--- src/rtl/rca_pipe_addsub_if.sv ---
// Operand/result handshake bundle for the pipelined add/subtract unit.
// The slave side is the arithmetic unit; the master side is the
// operand source together with the result consumer.
interface rca_pipe_addsub_if #(
  parameter int WIDTH = 40
) ();
  logic             in_valid;
  logic             in_ready;
  logic [WIDTH-1:0] A;
  logic [WIDTH-1:0] B;
  logic             Cin;
  logic             sub;
  logic             out_valid;
  logic             out_ready;
  logic [WIDTH-1:0] S;
  logic             Cout;
  logic             Ovf;

  modport master (
    output in_valid, A, B, Cin, sub, out_ready,
    input  in_ready, out_valid, S, Cout, Ovf
  );

  modport slave (
    input  in_valid, A, B, Cin, sub, out_ready,
    output in_ready, out_valid, S, Cout, Ovf
  );
endinterface

--- src/rtl/rca_pipe_addsub.sv ---
// Pipelined ripple-carry add/subtract unit.
// The WIDTH-bit carry chain is cut into SEG_W-bit segments with one register
// stage per segment. Each stage adds its own segment, forwards the carry,
// keeps the operand bits that later stages still need (skew registers) and
// accumulates the sum segments finished so far. A single global advance
// signal moves the whole pipe, so a stalled output freezes every stage.
module rca_pipe_addsub #(
  parameter int WIDTH = 40,
  parameter int SEG_W = 8
) (
  input logic               clk,
  input logic               rst_n,
  rca_pipe_addsub_if.slave  bus
);
  localparam int STAGES = WIDTH / SEG_W;

  if ((WIDTH % SEG_W) != 0) begin : g_cfg_err
    $error("rca_pipe_addsub: WIDTH must be a multiple of SEG_W");
  end

  // Whole pipe moves when the output slot is empty or being drained.
  logic adv_s;
  logic out_valid_s;

  for (genvar k = 0; k < STAGES; k++) begin : g_stage
    // REM: operand bits not yet consumed, including this stage's segment.
    // DONE: sum bits complete once this stage has registered.
    localparam int REM  = WIDTH - k * SEG_W;
    localparam int DONE = (k + 1) * SEG_W;

    logic [REM-1:0]   a_s;
    logic [REM-1:0]   b_s;
    logic             c_s;
    logic             v_s;
    logic [SEG_W:0]   seg_s;
    logic [DONE-1:0]  sum_next_s;
    logic             v_r;
    logic             c_r;
    logic [DONE-1:0]  sum_r;

    if (k == 0) begin : g_src
      // Subtraction is A + ~B + ~Cin, so the raw carry out means "no borrow".
      assign a_s = bus.A;
      assign b_s = bus.sub ? ~bus.B : bus.B;
      assign c_s = bus.sub ? ~bus.Cin : bus.Cin;
      assign v_s = bus.in_valid & adv_s;
    end else begin : g_src
      assign a_s = g_stage[k-1].g_skew.a_skew_r;
      assign b_s = g_stage[k-1].g_skew.b_skew_r;
      assign c_s = g_stage[k-1].c_r;
      assign v_s = g_stage[k-1].v_r;
    end

    assign seg_s = {1'b0, a_s[SEG_W-1:0]} + {1'b0, b_s[SEG_W-1:0]}
                 + {{SEG_W{1'b0}}, c_s};

    if (k == 0) begin : g_sum
      assign sum_next_s = seg_s[SEG_W-1:0];
    end else begin : g_sum
      assign sum_next_s = {seg_s[SEG_W-1:0], g_stage[k-1].sum_r};
    end

    // Beat valid, segment carry and partial sum travel together on advance.
    always_ff @(posedge clk or negedge rst_n) begin
      if (!rst_n) begin
        v_r   <= 1'b0;
        c_r   <= 1'b0;
        sum_r <= {DONE{1'b0}};
      end else if (adv_s) begin
        v_r   <= v_s;
        c_r   <= seg_s[SEG_W];
        sum_r <= sum_next_s;
      end
    end

    if (k < STAGES - 1) begin : g_skew
      logic [REM-SEG_W-1:0] a_skew_r;
      logic [REM-SEG_W-1:0] b_skew_r;

      // Carry the not-yet-added operand segments forward to later stages.
      always_ff @(posedge clk or negedge rst_n) begin
        if (!rst_n) begin
          a_skew_r <= {(REM-SEG_W){1'b0}};
          b_skew_r <= {(REM-SEG_W){1'b0}};
        end else if (adv_s) begin
          a_skew_r <= a_s[REM-1:SEG_W];
          b_skew_r <= b_s[REM-1:SEG_W];
        end
      end
    end

    if (k == STAGES - 1) begin : g_last
      // Carry into the MSB recovered from the MSB sum bit and its operands.
      logic cmsb_s;
      logic ovf_r;

      assign cmsb_s = seg_s[SEG_W-1] ^ a_s[SEG_W-1] ^ b_s[SEG_W-1];

      // Signed overflow: carry into the MSB differs from carry out of it.
      always_ff @(posedge clk or negedge rst_n) begin
        if (!rst_n) begin
          ovf_r <= 1'b0;
        end else if (adv_s) begin
          ovf_r <= cmsb_s ^ seg_s[SEG_W];
        end
      end
    end
  end

  assign out_valid_s   = g_stage[STAGES-1].v_r;
  assign adv_s         = ~out_valid_s | bus.out_ready;
  assign bus.in_ready  = adv_s;
  assign bus.out_valid = out_valid_s;
  assign bus.S         = g_stage[STAGES-1].sum_r;
  assign bus.Cout      = g_stage[STAGES-1].c_r;
  assign bus.Ovf       = g_stage[STAGES-1].g_last.ovf_r;
endmodule

--- src/flat_wrapper.sv ---
// flat-port wrapper written by rule: the top's interface ports become plain ports
module rca_pipe_addsub_flat 
#(
  parameter int WIDTH = 40,
  parameter int SEG_W = 8
)
  (clk, rst_n, bus_in_valid, bus_A, bus_B, bus_Cin, bus_sub, bus_out_ready, bus_in_ready, bus_out_valid, bus_S, bus_Cout, bus_Ovf);
  rca_pipe_addsub_if #(.WIDTH(WIDTH)) bus_i ();
  input logic clk;
  input logic rst_n;
  input wire logic [$bits(bus_i.in_valid)-1:0] bus_in_valid;
  input wire logic [$bits(bus_i.A)-1:0] bus_A;
  input wire logic [$bits(bus_i.B)-1:0] bus_B;
  input wire logic [$bits(bus_i.Cin)-1:0] bus_Cin;
  input wire logic [$bits(bus_i.sub)-1:0] bus_sub;
  input wire logic [$bits(bus_i.out_ready)-1:0] bus_out_ready;
  output wire logic [$bits(bus_i.in_ready)-1:0] bus_in_ready;
  output wire logic [$bits(bus_i.out_valid)-1:0] bus_out_valid;
  output wire logic [$bits(bus_i.S)-1:0] bus_S;
  output wire logic [$bits(bus_i.Cout)-1:0] bus_Cout;
  output wire logic [$bits(bus_i.Ovf)-1:0] bus_Ovf;
  assign bus_i.in_valid = bus_in_valid;
  assign bus_i.A = bus_A;
  assign bus_i.B = bus_B;
  assign bus_i.Cin = bus_Cin;
  assign bus_i.sub = bus_sub;
  assign bus_i.out_ready = bus_out_ready;
  assign bus_in_ready = bus_i.in_ready;
  assign bus_out_valid = bus_i.out_valid;
  assign bus_S = bus_i.S;
  assign bus_Cout = bus_i.Cout;
  assign bus_Ovf = bus_i.Ovf;
  rca_pipe_addsub #(.WIDTH(WIDTH), .SEG_W(SEG_W)) u_core (.clk(clk), .rst_n(rst_n), .bus(bus_i));
endmodule
--- config.mk ---
export PLATFORM = sky130hd
export DESIGN_NAME = rca_pipe_addsub_flat
export DESIGN_NICKNAME = d
export VERILOG_FILES = /design/src/rtl/rca_pipe_addsub_if.sv /design/src/rtl/rca_pipe_addsub.sv /design/src/flat_wrapper.sv
export SDC_FILE = /design/constraint.sdc
export NUM_CORES = 1
export LEC_CHECK = 0
export ABC_AREA = 1
export BUFFER_PORTS_ARGS = -buffer_cell sky130_fd_sc_hd__buf_2
export CORE_ASPECT_RATIO = 0.75
export CORE_MARGIN = 2
export CORE_UTILIZATION = 35
export DETAILED_ROUTE_END_ITERATION = 8
export SLEW_MARGIN = 20
export SYNTH_ARGS = -nofsm -noshare
export SYNTH_HDL_FRONTEND = slang
export SYNTH_SLANG_ARGS = --single-unit
--- constraint.sdc ---
create_clock -name clk -period 5.5 [get_ports clk]
set_input_delay 0.55 -clock clk [delete_from_list [all_inputs] [get_ports clk]]
set_output_delay 0.55 -clock clk [all_outputs]
set_load 0.05 [all_outputs]
; Yosys cells after proc, flatten, opt, wreduce, memory -nomap -nowiden
; Cells that the tools add are included.
[op_classes]
add_sub_neg = 10
multipliers = 0
div = 0
order_cmp = 0
eq_ne = 0
shifts = 0
mux = 2
bitwise_logic = 8
reduce_logical = 0
[ops]
columns = operator, n
row1 = adder 8 x 8 -> 9 bit, 5
row2 = adder 9 x 1 -> 9 bit, 5
row3 = two-way mux 40 bit, 1
row4 = NOT 40 bit, 1
row5 = bitwise XOR 1 bit, 3
row6 = NOT 1 bit, 2
row7 = bitwise AND 1 bit, 1
row8 = two-way mux 1 bit, 1
row9 = OR 1 bit, 1
[totals]
reg_bits = 291
latchBits = 0
mem_bits_rw = 0
mem_bits_ro = 0
word_cells = 44
mem_count = 0

; Depth between registers and ports, before layout
; Gate-level depths: netlist (run 1).
[logic_depth]
word_depth = 5
ltp_mapped = 14
mapped_depth_nobuf = 12

; Worst setup path after synthesis (run 1)
; OpenSTA, ideal clock, no wires.
[synth_path]
kind = input -> register
from = in bus_sub
to = reg u_core.g_stage[0].sum_r[6]
setup_ns = 0.117
arrival_time_ns = 2.337
path_slack_ns = 3.046
path_stages = 14
n_path_buf = 2
path_cell_list = buf_2 -> buf_2 -> xor2_1 -> fa_1 -> inv_1 -> fa_1 -> o21ai_1 -> nand2_1 -> nand2_1 -> nand2_1 -> nand2_1 -> nand2_1 -> nand3_1 -> nand2_1
[synth_between]
elab_chain_len = 3
[synth_rtl]
columns = element, line_no
row1 = from (decl), flat_wrapper.sv:15  ; input wire logic [$bits(bus_i.sub)-1:0] bus_sub;
row2 = two-way mux 40 bit, rca_pipe_addsub.sv:44  ; assign b_s = bus.sub ? ~bus.B : bus.B;
row3 = adder 8 x 8 -> 9 bit, rca_pipe_addsub.sv:54  ; assign seg_s = {1'b0, a_s[SEG_W-1:0]} + {1'b0, b_s[SEG_W-1:0]}
row4 = adder 9 x 1 -> 9 bit *, rca_pipe_addsub.sv:55  ; + {{SEG_W{1'b0}}, c_s};
row5 = to (signal assigned), rca_pipe_addsub.sv:68  ; sum_r <= {DONE{1'b0}};
row6 = to (signal assigned), rca_pipe_addsub.sv:72  ; sum_r <= sum_next_s;
row7 = to (decl), rca_pipe_addsub.sv:39  ; logic [DONE-1:0] sum_r;
; Mark *: on every way between the ends. The rest lies on a longest branch, timed or not.
; A chain may end at the register's enable or synchronous reset.

; Final worst setup path (run 1)
[layout_path]
from = reg u_core.g_stage[4].v_r (netlist: u_core.bus.out_valid)
to = reg u_core.g_stage[0].sum_r[5]
[layout_between]
elab_chain_len = 2
[layout_rtl]
columns = element, line_no
row1 = from (decl), rca_pipe_addsub.sv:37  ; logic v_r;
row2 = from (signal assigned), rca_pipe_addsub.sv:70  ; v_r <= v_s;
row3 = NOT 1 bit, rca_pipe_addsub.sv:111  ; assign adv_s = ~out_valid_s | bus.out_ready;
row4 = OR 1 bit, rca_pipe_addsub.sv:111
; No other way between the ends.

==> results of run 1 <==
-- flip-flops by register name, indices dropped and copies added, names as in the netlist --
name                            count
u_core.bus.Cout                     1
u_core.bus.Ovf                      1
u_core.bus.S                       40
u_core.bus.out_valid                1
u_core.g_stage.c_r                  4
u_core.g_stage.g_skew.a_skew_r     80
u_core.g_stage.g_skew.b_skew_r     80
u_core.g_stage.sum_r               80
u_core.g_stage.v_r                  4
-- stage by stage --
step / hold slack, ps / worst slack, ps / area [um2]
final: 37.1 / 2900 / 14700
after global routing: 99.4 / 2540 / 14700
after detailed placement: 450 / 2370 / 13800
after floorplan: 254 / 3050 / 12800
after CTS: 70.8 / 2630 / 14700
after global placement: 450 / 2350 / 13800
-- cell type report --
type	instances	area share, %
flip-flops and latches	291	49.4
multi-input cells	978	32.5
clock buffers	46	5.97
repair buffers	137	4.96
well taps	465	3.95
inverters	103	2.67
clock inverters	8	0.518
-- logic make-up after synthesis --
family / Yosys count
AOI/OAI and AO/OA: 210
xor gates and xnor gates: 53
adders and majority gates: 45
buffers and inverters: 172
DFF: 291
and+or+nand+nor: 670
-- synthesized netlist by cell type (all sizes together) --
cell type / n / area [um2]
nor3b: 1 / 7.51
inv: 103 / 387
buf: 60 / 333
nand2: 609 / 2290
nand4: 5 / 31.3
xnor2: 38 / 333
and2: 1 / 6.26
ha: 35 / 438
o21ai: 166 / 831
nand3b: 1 / 7.51
xor2: 15 / 131
clkbuf: 9 / 33.8
o211ai: 5 / 37.5
or2: 7 / 43.8
nor2: 19 / 76.3
fa: 10 / 200
o22ai: 3 / 18.8
nand3: 27 / 150
a31oi: 3 / 18.8
dfrtp: 291 / 7280
a21oi: 33 / 169
-- power groups by stage --
stage	Sequential (uW)	Clock [uW]	Combinational, uW
floorplan	4030	0	2210
global placement	3640	0	3450
detailed placement	3650	0	3530
CTS	3620	2020	3550
global route	3740	2120	4000
finish	3620	1970	3500
-- per-layer routing --
layer  wire (um)  vias up
li1            -     4727
met1       15100     4258
met2       11300      145
met3        1110       36
met4         527        0
met5           0        -
-- worst max-delay path, stage by stage, from the launching register on --
cell	delay, ps
dfrtp_1	340
inv_1	60
nor2_4	160
buf_6	640
buf_4	900
a21oi_1	60
o21ai_0	130
nand2_1	70
-- worst max-delay path by stage --
stage | endpoint | slack [ps] | from | cells after the start
floorplan | u_core.g_stage[0].sum_r[6] | 3050 | bus_sub | 14
CTS | u_core.g_stage[0].sum_r[5] | 2630 | u_core.bus.out_valid | 7
global placement | u_core.g_stage[0].sum_r[5] | 2350 | bus_out_ready | 7
finish | u_core.g_stage[0].sum_r[5] | 2900 | u_core.bus.out_valid | 7
global route | u_core.g_stage[0].sum_r[5] | 2540 | u_core.bus.out_valid | 7
detailed placement | u_core.g_stage[0].sum_r[5] | 2370 | bus_out_ready | 7
==> metrics, run 1 <==
Rel. slew slack=30.5%; number of DRC markers in iteration 0=636; CTS resizes=0; R2R cell count=7; Worst Path Required=5940 ps; Avg WL per Cell=13.8 um; Worst Skew=6.40 ps; CP Launch Type=flop; Net Sw Frac=41.0%; Clock Latency Late Sink=560 ps; via count=9166; Cell Count, Final, Fillers Out=2028; die height=170 um; simple-gate area share of the yosys netlist=20.4%; Flop pwr share=39.8%; setup repair bufs after CTS=0; worst hold path type=input port to async pin; Initial Utilization=35.7%; CTS Sinks=291; Comb pwr share=38.5%; Mean Syn Cell Area=8.90 um2; RR Endpoint=u_core.g_stage[0].sum_r[5]; Pins Over Slew Limit=0; RSZ-0062 raised after global routing=no; Synth Instances=1441; Worst R2R Start=u_core.bus.out_valid; DRT Wirelength=28000 um; drt first pass iters=6; Seq cells post-synth=291; Final Hold Fails=0; antenna viol nets, final=0; critical path arrival=3050 ps; GRT Max-Usage Layer=met1; Syn Std Cell Area=0.0128 mm2; Hold Buf Count CTS=0; Period minus WS final=2600 ps; CTS tree=yes; Compound-Gate Fraction of Synth Area=8.38%; Syn-to-layout area delta=14.9%; clock share of power=21.7%; Yosys cell types=32; total CTS buffers=30; Least-Margin Pin Slew=1040 ps; Final Cycle Share=47.3%; mux cell area share after synthesis=0%; mean number of vias per cell=4.52; Register Area=0.00728 mm2; Synth warnings=0; die area=0.0382 mm2; number of I/O pins=130; RD Place Congestion=0.822; pwr/cell area=616 mW/mm2; part of the Yosys area used for sequential elements=56.8%; Die X=225 um; clk root buf=clkbuf_16; pin count of the biggest net entering global routing=133; DRC violations left=0; Placed Cells=1974; most frequent cells in the layout=nand2_1 (606), dfrtp_1 (291), buf_2 (128); leakage=0.00756 uW; met2 Track Usage GR=21.4%; Worst Setup End Kind=flop; row cnt=60; Fill cells=3562; Synthesized Nets=1572; Layout Nets=1672; CTS Buffer Depth=3; Max H-tree Level=1; setup TNS=0 ps; hpwl dp=18500 um; Port Buf Inserts=129; antenna diode count=0; met3 capacity usage during global routing=2.25%; adder-cell share of the synthesized area=4.97%; xor/xnor cell area share of the yosys netlist=3.62%; reg2reg setup slack=2900 ps; leading cell type in the layout, fill and taps excluded=nand2_1; maxcap violations=0; first-pass GRT wire length=46200 um; vias in the first global route=8883; P_int=5360 uW; Final Power=9090 uW; Max Clk Rate=0.384 GHz; area of the multi-input gates=0.00480 mm2; post-layout util=41.0%; WS Path Type=flop to flop; final setup vio count=0; main combinational cell family by area after synthesis=simple AND/OR/NAND/NOR gates; initial antenna violation count=0; met1 global-route usage=23.5%; status=finished, final reports clean; maximum VDD drop=0.270 mV; grt ovf=0; Core ar.=0.0360 mm2; critical-path maximum fanout=117; NetSw=3720 uW; Tot GR Track Use=14.8%; Clock transition at path regs=60 ps; layout cells sized above 1=12.5%
No activity file was read; power rests on OpenSTA's default activity.
==> run 2, diff against run 1 <==
==> constraint.sdc (replaced) <==
create_clock -name clk -period 2.61 [get_ports clk]
set_input_delay 0.261 -clock clk [delete_from_list [all_inputs] [get_ports clk]]
set_output_delay 0.261 -clock clk [all_outputs]
set_load 0.05 [all_outputs]
==> metrics, run 2 (synthesis results as in run 1) <==
Worst R2R Start=u_core.g_stage[3].g_skew.b_skew_r[0] (was u_core.bus.out_valid); NetSw=7900 uW (was 3720 uW); Syn-to-layout area delta=20.8% (was 14.9%); DRC violations left=0 (unchanged); worst hold path type=input port to flop (was input port to async pin); Final Cycle Share=83.8%; Pins Over Slew Limit=0 (unchanged); row cnt=60 (unchanged); Clock transition at path regs=60 ps (about the same); hold endpoint=u_core.g_stage[0].g_skew.b_skew_r[29]; post-route worst setup slack=423 ps (was 2900 ps); CTS Buffer Depth=3 (unchanged); Flop pwr share=39.0% (was 39.8%); setup TNS=0 ps (unchanged); number of DRC markers in iteration 0=530 (was 636); Layout Nets=1735 (was 1672); Port Buf Inserts=129 (unchanged); pwr/cell area=1260 mW/mm2 (was 616 mW/mm2); CTS tree=yes (unchanged); Tot GR Track Use=15.5% (was 14.8%); Avg WL per Cell=13.7 um (was 13.8 um); antenna diode count=0 (unchanged); Final Power=19500 uW (was 9090 uW); vias in the first global route=9307 (was 8883); RSZ-0062 raised after global routing=no (unchanged); Largest regs=u_core.g_stage.g_skew.a_skew_r (80), u_core.g_stage.g_skew.b_skew_r (80), u_core.g_stage.sum_r (80) (unchanged); RR Endpoint=u_core.bus.S[38] (was u_core.g_stage[0].sum_r[5]); Design Area, Final=0.0155 mm2 (was 0.0147 mm2); Fill cells=3519 (was 3562); most frequent cells in the layout=nand2_1 (606), dfrtp_1 (291), buf_2 (128) (unchanged); maximum VDD drop=0.446 mV (was 0.270 mV); WS Path Type=flop to primary output (was flop to flop); clock share of power=22.6% (was 21.7%); pin count of the biggest net entering global routing=216 (was 133); RD Place Congestion=0.841 (was 0.822); total CTS buffers=31 (was 30); Net Sw Frac=40.5% (was 41.0%); Max Clk Rate=0.457 GHz; Post-DP Area=0.0139 mm2 (was 0.0138 mm2); Clock Latency Late Sink=560 ps (about the same); leading cell type in the layout, fill and taps excluded=nand2_1 (unchanged); P_int=11600 uW (was 5360 uW); Rel. slew slack=42.8% (was 30.5%); critical-path maximum fanout=95 (was 117); via count=9390 (was 9166); clk root buf=clkbuf_16 (unchanged); die height=170 um (unchanged); Initial Utilization=35.7% (unchanged); CP Launch Type=flop (unchanged); Post-Place Worst Slack=359 ps (was 2370 ps); DRT Wirelength=28700 um (was 28000 um); Worst Setup End Kind=primary output (was flop); Final Hold Fails=0 (unchanged); leakage=0.00788 uW (was 0.00756 uW); number of I/O pins=130 (unchanged); Max H-tree Level=1 (unchanged); hold depth=3; maxcap violations=0 (unchanged); drt first pass iters=4 (was 6); mean number of vias per cell=4.49 (was 4.52); final setup vio count=0 (unchanged); hpwl dp=18500 um (about the same); worst hold start=bus_B[37]; Comb pwr share=38.4% (was 38.5%); reg2reg setup slack=640 ps (was 2900 ps); Period minus WS final=2190 ps; status=finished, final reports clean (unchanged); layout cells sized above 1=12.6% (was 12.5%); Worst Skew=8.62 ps (was 6.40 ps); Core ar.=0.0360 mm2 (unchanged); critical path arrival=1930 ps (was 3050 ps); Die X=225 um (unchanged); Worst Path Required=2350 ps (was 5940 ps); initial antenna violation count=0 (unchanged); grt ovf=0 (unchanged); first-pass GRT wire length=48500 um (was 46200 um); setup repair bufs after CTS=0 (unchanged); antenna viol nets, final=0 (unchanged); R2R cell count=12 (was 7); die area=0.0382 mm2 (unchanged); Least-Margin Pin Slew=859 ps (was 1040 ps); CTS Sinks=291 (unchanged)
[run 2: cell count changes in the layout (fill, tap and decap cells not counted), moves of 2 or more]
cell,before,now
dlygate4sd3_1,0,59
buf_12,1,7
buf_4,6,4
clkbuf_1,9,4
clkinvlp_4,0,2
[run 2: worst max-delay path by stage]
stage	from	end	slack (ps)	cells past startpoint
finish	u_core.bus.out_valid	bus_in_ready	420	4
global placement	bus_sub	u_core.g_stage[0].sum_r[6]	340	13
global route	u_core.bus.out_valid	bus_in_ready	300	4
detailed placement	bus_sub	u_core.g_stage[0].sum_r[6]	360	13
CTS	u_core.bus.out_valid	bus_in_ready	400	4
floorplan	bus_sub	u_core.g_stage[0].sum_r[6]	440	14
[run 2: area by class of cell]
class | instances | area, um2 | area share [%]
sequential | 291 | 7280 | 47.0
multi-input combinational | 978 | 4800 | 31.0
timing repair buffer | 199 | 1420 | 9.14
clock buffer | 43 | 901 | 5.81
tap | 465 | 582 | 3.75
inverter | 103 | 394 | 2.54
clock inverter | 13 | 128 | 0.823
[run 2: power groups by stage]
stage | combinational [uW] | sequential, uW | clock (uW)
floorplan | 4650 | 8500 | 0
finish | 7480 | 7610 | 4410
global placement | 7350 | 7650 | 0
detailed placement | 7470 | 7680 | 0
CTS | 7580 | 7620 | 4560
global route | 8560 | 7860 | 4750
[run 2: metal layers]
| layer | global-route usage (%) | vias to the layer above | routed length [um] |
|---|---|---|---|
| li1 | - | 4859 | - |
| met1 | 24.1 | 4355 | 15500 |
| met2 | 22.2 | 137 | 11500 |
| met3 | 2.87 | 39 | 1170 |
| met4 | 3.02 | 0 | 481 |
| met5 | 0 | - | 0 |
[run 2: per-stage QoR]
step / utilization, % / hold slack, ps / cells
floorplan: - / -34.6 / 1441
global placement: 38.6 / 252 / 1977
detailed placement: 38.6 / 258 / 1977
CTS: 43.1 / 15.8 / 2092
global route: 43.1 / 25.3 / 2092
finish: 43.1 / 32.6 / 2092
[run 2: repair_timing]
item,4_1_cts,5_1_grt
gates resized for setup,0,0
hold buffers,59,0
hold endpoints to repair,115,0
[run 2: worst max-delay path: stages, from the launching register on]
cell and delay, ps:
dfrtp_1 380, inv_1 90, nor2_4 80, inv_8 380
buf_2 380
